==> src/rtl/fp_addsub_pipe.sv <==
// fp_addsub_pipe: three-stage pipelined IEEE-754-style adder/subtractor.
//   S1 unpacks the operands, resolves special values and aligns the smaller operand.
//   S2 adds or subtracts the significands and normalises the result.
//   S3 rounds to nearest-even and packs the result and its flags.
// Ports:
//   clk, rst            clock and synchronous active-high reset
//   in_valid/in_ready   operand handshake; a, b, op are sampled on transfer
//   a, b                operands (sign | exponent | fraction)
//   op                  0: a+b, 1: a-b
//   out_valid/out_ready result handshake
//   s                   result word
//   flags               {invalid, overflow, inexact}
module fp_addsub_pipe #(
    parameter int unsigned EXP_W  = 8,
    parameter int unsigned FRAC_W = 23
) (
    input  logic                  clk,
    input  logic                  rst,
    input  logic                  in_valid,
    output logic                  in_ready,
    input  logic [EXP_W+FRAC_W:0] a,
    input  logic [EXP_W+FRAC_W:0] b,
    input  logic                  op,
    output logic                  out_valid,
    input  logic                  out_ready,
    output logic [EXP_W+FRAC_W:0] s,
    output logic [2:0]            flags
);

    localparam int unsigned W = 1 + EXP_W + FRAC_W;
    // Significand with hidden bit plus guard, round and sticky positions.
    localparam int unsigned N = FRAC_W + 4;
    localparam logic [EXP_W-1:0] ExpOnes = '1;
    localparam logic [W-1:0] QNaN = {1'b0, ExpOnes, 1'b1, {(FRAC_W-1){1'b0}}};

    // ---------------------------------------------------------------- handshake
    logic v1_q, v2_q, v3_q;
    logic v1_d, v2_d, v3_d;
    logic load1, load2, load3;

    always_comb begin
        load3    = !v3_q || out_ready;
        load2    = !v2_q || load3;
        load1    = !v1_q || load2;
        in_ready = load1;
        v1_d     = load1 ? in_valid : v1_q;
        v2_d     = load2 ? v1_q : v2_q;
        v3_d     = load3 ? v2_q : v3_q;
    end

    // ---------------------------------------------------------------- S1 comb
    logic             sa, sb;
    logic [EXP_W-1:0] ea, eb, ea_eff, eb_eff, e_big, e_small, diff;
    logic [FRAC_W:0]  ma, mb, m_big, m_small;
    logic             a_nan, b_nan, a_inf, b_inf, a_ge;
    logic [N-1:0]     ext_s, shifted, mask, m_align;
    logic             spec_c;
    logic [W-1:0]     sval_c;
    logic [2:0]       sflg_c;

    always_comb begin
        sa     = a[W-1];
        sb     = b[W-1] ^ op;
        ea     = a[W-2:FRAC_W];
        eb     = b[W-2:FRAC_W];
        a_nan  = (ea == ExpOnes) && (a[FRAC_W-1:0] != '0);
        b_nan  = (eb == ExpOnes) && (b[FRAC_W-1:0] != '0);
        a_inf  = (ea == ExpOnes) && (a[FRAC_W-1:0] == '0);
        b_inf  = (eb == ExpOnes) && (b[FRAC_W-1:0] == '0);
        // Subnormals use effective exponent 1 with a zero hidden bit.
        ea_eff = (ea == '0) ? EXP_W'(1) : ea;
        eb_eff = (eb == '0) ? EXP_W'(1) : eb;
        ma     = {ea != '0, a[FRAC_W-1:0]};
        mb     = {eb != '0, b[FRAC_W-1:0]};
        a_ge   = {ea_eff, ma} >= {eb_eff, mb};
        e_big   = a_ge ? ea_eff : eb_eff;
        e_small = a_ge ? eb_eff : ea_eff;
        m_big   = a_ge ? ma : mb;
        m_small = a_ge ? mb : ma;
        diff    = e_big - e_small;
        ext_s   = {m_small, 3'b000};
        shifted = ext_s >> diff;
        // Bits pushed past position 0 collapse into sticky; a shift beyond N
        // leaves mask all-ones, so a fully shifted-out operand still sets sticky.
        mask    = ~({N{1'b1}} << diff);
        m_align = {shifted[N-1:1], shifted[0] | (|(ext_s & mask))};

        spec_c = 1'b1;
        sval_c = '0;
        sflg_c = '0;
        if (a_nan || b_nan) begin
            sval_c = QNaN;
        end else if (a_inf && b_inf && (sa != sb)) begin
            sval_c = QNaN;
            sflg_c = 3'b100;
        end else if (a_inf) begin
            sval_c = {sa, ExpOnes, {FRAC_W{1'b0}}};
        end else if (b_inf) begin
            sval_c = {sb, ExpOnes, {FRAC_W{1'b0}}};
        end else begin
            spec_c = 1'b0;
        end
    end

    logic             spec1_q, sign1_q, sub1_q, neg1_q;
    logic [W-1:0]     sval1_q;
    logic [2:0]       sflg1_q;
    logic [EXP_W-1:0] exp1_q;
    logic [N-1:0]     mb1_q, ms1_q;

    always_ff @(posedge clk) begin
        if (load1 && in_valid) begin
            spec1_q <= spec_c;
            sval1_q <= sval_c;
            sflg1_q <= sflg_c;
            sign1_q <= a_ge ? sa : sb;
            sub1_q  <= sa ^ sb;
            neg1_q  <= sa & sb;
            exp1_q  <= e_big;
            mb1_q   <= {m_big, 3'b000};
            ms1_q   <= m_align;
        end
    end

    // ---------------------------------------------------------------- S2 comb
    logic [N:0]       sum;
    logic [31:0]      lz, e_lim, shamt;
    logic [N-1:0]     norm;
    logic [EXP_W:0]   exp_n;
    logic             sign_n;

    always_comb begin
        sum = sub1_q ? ({1'b0, mb1_q} - {1'b0, ms1_q}) : ({1'b0, mb1_q} + {1'b0, ms1_q});
        lz  = N;
        for (int i = 0; i < N; i++) begin
            if (sum[i]) lz = N - 1 - i;
        end
        e_lim = 32'(exp1_q) - 32'd1;
        shamt = '0;
        if (sum[N]) begin
            norm  = {sum[N:2], sum[1] | sum[0]};
            exp_n = {1'b0, exp1_q} + 1'b1;
        end else begin
            // Left shift stops at exponent 1; anything left unnormalised is subnormal.
            shamt = (lz < e_lim) ? lz : e_lim;
            norm  = sum[N-1:0] << shamt;
            exp_n = (EXP_W+1)'(32'(exp1_q) - shamt);
            if (!norm[N-1]) exp_n = '0;
        end
        sign_n = (sum == '0) ? neg1_q : sign1_q;
    end

    logic             spec2_q, sign2_q;
    logic [W-1:0]     sval2_q;
    logic [2:0]       sflg2_q;
    logic [EXP_W:0]   exp2_q;
    logic [N-1:0]     m2_q;

    always_ff @(posedge clk) begin
        if (load2 && v1_q) begin
            spec2_q <= spec1_q;
            sval2_q <= sval1_q;
            sflg2_q <= sflg1_q;
            sign2_q <= sign_n;
            exp2_q  <= exp_n;
            m2_q    <= norm;
        end
    end

    // ---------------------------------------------------------------- S3 comb
    logic              rnd, inexact, ovf;
    logic [FRAC_W+1:0] mant_r;
    logic [EXP_W:0]    exp_r;
    logic [FRAC_W-1:0] frac_r;
    logic [W-1:0]      res_c;
    logic [2:0]        flg_c;

    always_comb begin
        rnd     = m2_q[2] & (m2_q[1] | m2_q[0] | m2_q[3]);
        inexact = |m2_q[2:0];
        mant_r  = {1'b0, m2_q[N-1:3]} + {{(FRAC_W+1){1'b0}}, rnd};
        // A subnormal that rounds up into the hidden bit becomes the smallest normal.
        if (exp2_q == '0) exp_r = {{EXP_W{1'b0}}, mant_r[FRAC_W]};
        else              exp_r = exp2_q + {{EXP_W{1'b0}}, mant_r[FRAC_W+1]};
        frac_r = mant_r[FRAC_W+1] ? mant_r[FRAC_W:1] : mant_r[FRAC_W-1:0];
        ovf    = exp_r >= {1'b0, ExpOnes};
        if (spec2_q) begin
            res_c = sval2_q;
            flg_c = sflg2_q;
        end else if (ovf) begin
            res_c = {sign2_q, ExpOnes, {FRAC_W{1'b0}}};
            flg_c = 3'b011;
        end else begin
            res_c = {sign2_q, exp_r[EXP_W-1:0], frac_r};
            flg_c = {2'b00, inexact};
        end
    end

    logic [W-1:0] s_q;
    logic [2:0]   flags_q;

    always_ff @(posedge clk) begin
        if (rst) begin
            v1_q    <= 1'b0;
            v2_q    <= 1'b0;
            v3_q    <= 1'b0;
            s_q     <= '0;
            flags_q <= '0;
        end else begin
            v1_q <= v1_d;
            v2_q <= v2_d;
            v3_q <= v3_d;
            if (load3 && v2_q) begin
                s_q     <= res_c;
                flags_q <= flg_c;
            end
        end
    end

    assign out_valid = v3_q;
    assign s         = s_q;
    assign flags     = flags_q;

endmodule

==> config.mk <==
export PLATFORM = sky130hd
export DESIGN_NAME = fp_addsub_pipe
export DESIGN_NICKNAME = d
export VERILOG_FILES = /design/src/rtl/fp_addsub_pipe.sv
export SDC_FILE = /design/constraint.sdc
export NUM_CORES = 1
export LEC_CHECK = 0
export BUFFER_PORTS_ARGS = -buffer_cell sky130_fd_sc_hd__buf_4
export CAP_MARGIN = 40
export CORE_ASPECT_RATIO = 1.4
export CORE_UTILIZATION = 57
export DETAILED_ROUTE_END_ITERATION = 7
export PLACE_DENSITY = 0.81
export SLEW_MARGIN = 20
export SYNTH_ARGS = -nofsm -noshare
export SYNTH_HDL_FRONTEND = slang
export SYNTH_SLANG_ARGS = --single-unit
==> constraint.sdc <==
create_clock -name clk -period 7.13 [get_ports clk]
set_clock_uncertainty 0.05 [all_clocks]
set_input_delay 1.426 -clock clk [delete_from_list [all_inputs] [get_ports clk]]
set_output_delay 1.426 -clock clk [all_outputs]
set_load 0.02 [all_outputs]
==> results of run 1 <==
## power groups by stage
stage | clock network (W) | logic [W] | registers, W
after floorplan | 0 | 0.00196 | 0.00115
after detailed placement | 0 | 0.00274 | 0.00117
final | 0.000878 | 0.00290 | 0.00116
after global placement | 0 | 0.00273 | 0.00117
after global routing | 0.000916 | 0.00310 | 0.00117
after CTS | 0.000887 | 0.00276 | 0.00115
## cells by family after synthesis
| group | Yosys count | share of synthesized area, % |
|---|---|---|
| AOI/OAI and AO/OA | 525 | 23.8 |
| xor gates and xnor gates | 69 | 4.08 |
| adders and majority gates | 101 | 8.62 |
| buffers and inverters | 206 | 5.57 |
| DFF | 145 | 26.8 |
| muxes | 141 | 10.6 |
| other | 1 | 0.0253 |
| and+or+nand+nor | 622 | 20.5 |
## timing repair
| action | in CTS | in global routing |
|---|---|---|
| buffers inserted | 0 | 4 |
| hold buffers | 0 | 0 |
| setup endpoints to repair | 0 | 15 |
| gates resized for setup | 0 | 25 |
## cell type report
class / instances / area [sq um] / share of cell area [%]
flip-flops and latches: 145 / 3970 / 23.5
repair buffers: 175 / 1360 / 8.03
inverters: 102 / 383 / 2.27
well taps: 319 / 399 / 2.36
multi-input cells: 1460 / 10200 / 60.4
clock inverters: 14 / 150 / 0.889
clock buffers: 18 / 429 / 2.54
## per-layer routing
layer	share of wire (%)	track usage, %
met2	50	68.1
met3	5.9	6.28
met4	8.9	31.3
met5	0	0
met1	35	36.2
## final timing paths
| path | startpoint | end | cells past startpoint |
|---|---|---|---|
| max | mb1_q[3] | exp2_q[7] | 34 |
| min | sval1_q[31] | sval2_q[31] | 0 |
| max reg2reg | mb1_q[3] | exp2_q[7] | 34 |
| min reg2reg | sval1_q[31] | sval2_q[31] | 0 |
## sequential cells by signal, indices dropped and copies added, names as in the netlist, 3 cells and up
name,cells
m2_q,27
flags,3
mb1_q,24
sval1_q,3
exp2_q,9
exp1_q,8
sval2_q,3
ms1_q,27
s,32
## stage by stage
stage | std cells | setup slack [ns] | instance area [sq um] | util (%) | hold slack [ns]
2_1_floorplan | 1811 | 0.0200 | 14800 | - | 0.350
3_3_place_gp | 2191 | 0.295 | 16100 | 63.2 | 0.358
3_5_place_dp | 2194 | 0.126 | 16100 | 63.3 | 0.355
4_1_cts | 2226 | 0.128 | 16700 | 65.6 | 0.370
5_1_grt | 2233 | 0.0133 | 16900 | 66.3 | 0.391
6_report | 2233 | 0.379 | 16900 | 66.3 | 0.369
## layout by cell type (no fill, tap or decap), types with 18 or more instances in the layout
cell type,n
sky130_fd_sc_hd__o211ai_1,24
sky130_fd_sc_hd__and2_1,18
sky130_fd_sc_hd__a22oi_1,21
sky130_fd_sc_hd__xnor2_1,45
sky130_fd_sc_hd__edfxtp_1,107
sky130_fd_sc_hd__nand2b_1,24
sky130_fd_sc_hd__nand3_1,56
sky130_fd_sc_hd__nor3_1,47
sky130_fd_sc_hd__a211oi_1,37
sky130_fd_sc_hd__ha_1,92
sky130_fd_sc_hd__mux2_2,24
sky130_fd_sc_hd__buf_4,166
sky130_fd_sc_hd__nor4_1,19
sky130_fd_sc_hd__o21ai_0,102
sky130_fd_sc_hd__a21oi_1,139
sky130_fd_sc_hd__nand4_1,29
sky130_fd_sc_hd__o22ai_1,18
sky130_fd_sc_hd__dfxtp_1,38
sky130_fd_sc_hd__inv_1,99
sky130_fd_sc_hd__a21o_1,23
sky130_fd_sc_hd__nor2_1,182
sky130_fd_sc_hd__and3_1,30
sky130_fd_sc_hd__xor2_1,23
sky130_fd_sc_hd__nand2_1,141
sky130_fd_sc_hd__a31oi_1,25
sky130_fd_sc_hd__mux2i_1,107
## worst max-delay path, delay by kind of cell, from the launching register on
family,cells,cell delay (ns)
adder cells (fa/ha/maj),4,0.97
AO/OA/AOI/OAI,16,2.67
buffers and inverters,4,0.29
multiplexers,2,0.45
AND/OR/NAND/NOR,7,1.48
flip-flops,1,0.35
XOR/XNOR,1,0.21
==> reports/results.env, run 1 <==
YS_TOP_CELLS_BY_AREA='sky130_fd_sc_hd__edfxtp_1 22%, sky130_fd_sc_hd__ha_1 8.3%, sky130_fd_sc_hd__mux2i_1 7.2%'
FAILED_CHECKS='design-rule violations'
YS_SEQ_ELEMENTS=145
N_FILL_CELL=2161
GRT_REMAINING_OVERFLOW=0
POST_DRT_WL_PER_CELL_UM=21.9
DIEAREA_SQ_UM=26600
LEAKAGEPOWER_nW=7.06
REPORT.FINAL.SETUP_VIOL=0
CTS_HTREE_LEVELS=4
POWER_FRAC_COMB_PCT=58.7
NETLIST.AREA_LEADER.SHARE_PCT=21.7
POWER.SEQUENTIAL.FRACTION_PCT=23.5
FIRST_PASS_GRT_WIRE_LENGTH_UM=75700
SYNTH_EDF_COUNT=107
CORE_SQ_UM=25500
CTS-ROOT-BUF='sky130_fd_sc_hd__clkbuf_16'
ROUTED_WIRELENGTH_UM=48800
DRT_FIRST_ITER_VIOLATIONS=1079
POST-DP-HPWL_UM=38500
CLOCK_TREE.BUFFER_DEPTH=2
WORST_PIN_SLEW_NS=0.815
FINAL_NETS=2070
ANTENNA_VIOLATIONS_BEFORE_REPAIR=0
WORSTPATHREQUIRED_NS=7.26
FINAL_PERIOD_UTIL_PCT=94.7
N_ANTENNA_CELL=0
START_UTIL_PCT=58.2
WORST_PATH_MAX_DELAY_CELL='sky130_fd_sc_hd__fa_2'
CP_SLOWEST_STAGE_DELAY_NS=0.36
CLK_PIN_SLEW_NS=0.06
GLOBAL_ROUTE.USAGE.TOTAL_PCT=36.8
BUFFER_PORTS.INSERTED=105
SYNTH.YOSYS.SEQ_AREA_SHARE_PCT=26.8
SYNTH_CELL_TYPES=98
VIAS=14800
SYNTH.MOST_COMMON_CELL='sky130_fd_sc_hd__nor2_1'
TRITONCTS_CLOCK_TREE='built'
GLOBALPLACE.CONGESTION=1.05
FMAXACHIEVABLE_MHz=148
DRT_PASS1_ITERATIONS=8
R2R_SLACK_NS=0.38
CRITICAL_PATH.ENDPOINT_TYPE='flop'
INTPOWER_W=0.00269
CHIPHEIGHT_UM=193
CRIT_TYPE='reg -> reg'
NETLIST_TOP_CELLS_COUNT='182 x sky130_fd_sc_hd__nor2_1, 141 x sky130_fd_sc_hd__nand2_1, 140 x sky130_fd_sc_hd__a21oi_1, 107 x sky130_fd_sc_hd__edfxtp_1, 107 x sky130_fd_sc_hd__mux2i_1'
DRT_DRC_VIOLATIONS_LEFT=16
CTS.SINK_COUNT=145
GRT_SETUP_UNREPAIRED='false'
OUTCOME='complete, but fails checks'
FRACTION_OF_FINAL_LAYOUT_CELLS_WITH_DRIVE_STRENGTH_GREATER_THAN_1_PCT=15.8
DRV.MAX_CAP_VIOLATION_COUNT=0
NUMBER_OF_INSTANCES_IN_THE_SYNTHESIZED_NETLIST=1810
POST_SYNTH.CELL_AREA_AVG_SQ_UM=8.18
SWSHARE_PCT=45.5
TOTAL_POWER_W=0.00493
INSERTION_DELAY_NS=0.44
SLEW_VIOLATIONS=0
PWR-SHARE-CLK_PCT=17.8
PERIOD_MINUS_SLACK_NS=6.75
SYN-CELL-AREA_SQ_UM=14800
MAXIMUM_NUMBER_OF_PINS_ON_ONE_NET_BEFORE_GLOBAL_ROUTE_REPAIR=67
NUMBER_OF_SYNTHESIS_WARNINGS=0
WORSTPATHARRIVAL_NS=6.88
MAX-VDD-IR-DROP_mV=0.153
ASYNC_FLOP_SHARE_PCT=0
VIA_COUNT_OF_THE_FIRST_GLOBAL_ROUTING_PASS=14200
DIE_W_UM=138
AREA_GROWTH_PCT=14.0
CRITICAL_PATH.MAX_FANOUT=5
SYNTH_TOP_FLOP_CELL='sky130_fd_sc_hd__edfxtp_1'
SYNTH_TOP_AREA_CELL='sky130_fd_sc_hd__edfxtp_1'
FINAL_ANT_VIOL_NETS=0
NET_SWITCHING_W=0.00224
TRITONCTS.NUM_BUFFERS=17
FINALHOLDVIOLCOUNT=0
NUM_ROWS=69
CELLPOWERDENSITY_nW_PER_UM2=292
CRIT_PATH_START_KIND='flop'
MAX_SLEW_MARGIN_PCT=44.1
IOPINCOUNT=106
AVGVIACOUNTPERCELL=6.63
TIMING.SETUP.TNS_NS=0
HOLD_PATH_CLASS='reg -> reg'
No activity file was read; power rests on OpenSTA's default activity.
==> run 2, diff against run 1 <==
- CORE_UTILIZATION: 57 -> 55
- PLACE_DENSITY: 0.81 -> 0.79
==> run 2 against run 1 <==
  * The run now ends clean
  * Non-clock buffer count fell by 3
  * Flip-flop and latch count unchanged
  * Cell count hardly changed
  * Clock power decreased by 3.9%
  * Power decreased by 2.3%
  * Sequential power about the same
  * Worst setup slack gained 0.027 ns
  * Clock-buffer cell count decreased by 1
==> reports/results.env, run 2 (synthesis results as in run 1) <==
NUM_ROWS=70  # +1.4%
FINAL_PERIOD_UTIL_PCT=94.3  # -0.38 points
AREA_GROWTH_PCT=13.3
CHIPHEIGHT_UM=196  # +1.8%
CP_SLOWEST_STAGE_DELAY_NS=0.41  # +0.05 ns
FINAL_ANT_VIOL_NETS=0  # unchanged
CRIT_PATH_START_KIND='flop'
PERIOD_MINUS_SLACK_NS=6.72  # -0.0271 ns
POST-DP-HPWL_UM=38500  # about the same
BUFFER_PORTS.INSERTED=105  # unchanged
GLOBALPLACE.CONGESTION=1.06  # +1.8%
PLACEDCELLCOUNT=2198  # +0.18%
TRITONCTS_CLOCK_TREE='built'
DRT_DRC_VIOLATIONS_LEFT=0  # -16
WORST_PATH_MAX_DELAY_CELL='sky130_fd_sc_hd__fa_1'
LEAKAGEPOWER_nW=7.02  # -0.54%
GLOBAL_ROUTE.USAGE.TOTAL_PCT=35.3  # -1.6 points
DIE_W_UM=141  # +1.8%
ANTENNA_VIOLATIONS_BEFORE_REPAIR=0  # unchanged
DRT_FIRST_ITER_VIOLATIONS=1155  # +7.0%
DIEAREA_SQ_UM=27600  # +3.6%
CTS.SINK_COUNT=145  # unchanged
POST_LAYOUT_NONFILLER_INSTANCES=2235  # +0.090%
FINALHOLDVIOLCOUNT=0  # unchanged
MAX-VDD-IR-DROP_mV=0.160  # +4.8%
INSERTION_DELAY_NS=0.44  # about the same
VIAS=14800  # -0.0068%
CRIT_TYPE='reg -> reg'
DRT_PASS1_ITERATIONS=6  # -2
HOLD_PATH_CLASS='reg -> reg'
IOPINCOUNT=106  # unchanged
LAYOUT.CELLS.MOST_COMMON_LIST='180 x sky130_fd_sc_hd__nor2_1, 168 x sky130_fd_sc_hd__buf_4, 141 x sky130_fd_sc_hd__nand2_1, 140 x sky130_fd_sc_hd__a21oi_1'
GRT_REMAINING_OVERFLOW=0  # unchanged
WORSTPATHARRIVAL_NS=6.95  # +0.07 ns
CTS_HTREE_LEVELS=4  # unchanged
FINAL_CELL_AREA_SQ_UM=16800  # -0.59%
POSTCTSHOLDBUFS=0  # unchanged
TOTAL_POWER_W=0.00482  # -2.3%
CORE_SQ_UM=26300  # +3.2%
OUTCOME='finished, final reports clean'
TIMING.SETUP.TNS_NS=0  # unchanged
CLOCK_TREE.BUFFER_DEPTH=2  # unchanged
DRV.MAX_CAP_VIOLATION_COUNT=0  # unchanged
FMAXACHIEVABLE_MHz=149  # +0.40%
MAXIMUM_NUMBER_OF_PINS_ON_ONE_NET_BEFORE_GLOBAL_ROUTE_REPAIR=67  # unchanged
LARGEST_REG_FLOPS=32  # unchanged
REPORT.FINAL.SETUP_VIOL=0  # unchanged
DPL-INSTANCE-AREA_SQ_UM=16100  # about the same
WORSTPATHREQUIRED_NS=7.36  # +0.10 ns
CELLPOWERDENSITY_nW_PER_UM2=287  # -1.7%
VIA_COUNT_OF_THE_FIRST_GLOBAL_ROUTING_PASS=14300  # +0.57%
WORST_PIN_SLEW_NS=0.936  # +0.121 ns
CRITICAL_PATH.ENDPOINT_TYPE='flop'
CTS-ROOT-BUF='sky130_fd_sc_hd__clkbuf_16'
START_UTIL_PCT=56.4  # -1.8 points
FINAL_NETS=2067  # -0.14%
TRITONCTS.NUM_BUFFERS=17  # unchanged
POST_DRT_WL_PER_CELL_UM=21.6  # -1.2%
N_ANTENNA_CELL=0  # unchanged
CRITICAL_PATH.MAX_FANOUT=5  # unchanged
CLK_PIN_SLEW_NS=0.07  # about the same
FRACTION_OF_FINAL_LAYOUT_CELLS_WITH_DRIVE_STRENGTH_GREATER_THAN_1_PCT=15.5  # -0.34 points
MAX_SLEW_MARGIN_PCT=37.1  # -7.0 points
FINAL_COMMON_CELL='sky130_fd_sc_hd__nor2_1'
FIRST_PASS_GRT_WIRE_LENGTH_UM=75400  # -0.49%
SLEW_VIOLATIONS=0  # unchanged
ROUTED_WIRELENGTH_UM=48300  # -1.1%
AVGVIACOUNTPERCELL=6.62  # about the same
run 2: changes by cell type in the layout (fill, tap and decap cells not counted), sizes merged:
cell / previous run / this run
bufinv: 1 / 0
clkinvlp: 2 / 3
buf: 174 / 172
inv: 107 / 109
clkbuf: 19 / 17
clkinv: 6 / 5
run 2: final timing paths:
check | from | to | slack (ns) | cells past startpoint
worst max-delay path | mb1_q[3] | exp2_q[8] | 0.41 | 33
worst min-delay path | sflg1_q[2] | sflg2_q[2] | 0.38 | 0
worst max register to register | mb1_q[3] | exp2_q[8] | 0.41 | 33
worst min register to register | sflg1_q[2] | sflg2_q[2] | 0.38 | 0
run 2: report_power, final:
group | internal, W | switching (W)
combinational | 0.00110 | 0.00171
clock | 0.000454 | 0.000389
sequential | 0.00107 | 0.0000917
run 2: layout make-up:
cell class / instances / area [sq um]
multi-input combinational: 1460 / 10100
clock inverter: 15 / 124
sequential: 145 / 3970
tap: 324 / 405
fill: 2289 / 9490
inverter: 102 / 383
clock buffer: 17 / 425
timing repair buffer: 172 / 1330
run 2: layer usage:
metal / vias to the layer above / share of wire (%) / global-route usage (%)
li1: 6934 / - / -
met1: 6912 / 35 / 34.4
met2: 700 / 51 / 64.9
met3: 255 / 5.1 / 4.81
met4: 0 / 9.4 / 30.8
met5: - / 0 / 0
run 2: what timing repair did:
item                                   4_1_cts  5_1_grt
resized for setup                            0       17
setup buffers                                0        4
endpoints found under the hold margin        0        0
setup endpoints to repair                    0       10
run 2: through the flow:
stage,setup WS [ns],hold slack (ns),util (%)
finish,0.406,0.378,63.9
global route,-0.0162,0.386,63.9
CTS,0.178,0.381,63.4
detailed placement,0.216,0.362,61.3
global placement,0.302,0.357,61.3
floorplan,0.0200,0.350,-
run 2: worst max-delay path, delay by kind of cell (launching register included):
family | cells | cell delay, ns
adders and majority gates | 4 | 1.04
AOI/OAI and AO/OA | 15 | 2.81
muxes | 1 | 0.36
and+or+nand+nor | 9 | 1.64
buffers and inverters | 4 | 0.29
DFF | 1 | 0.36
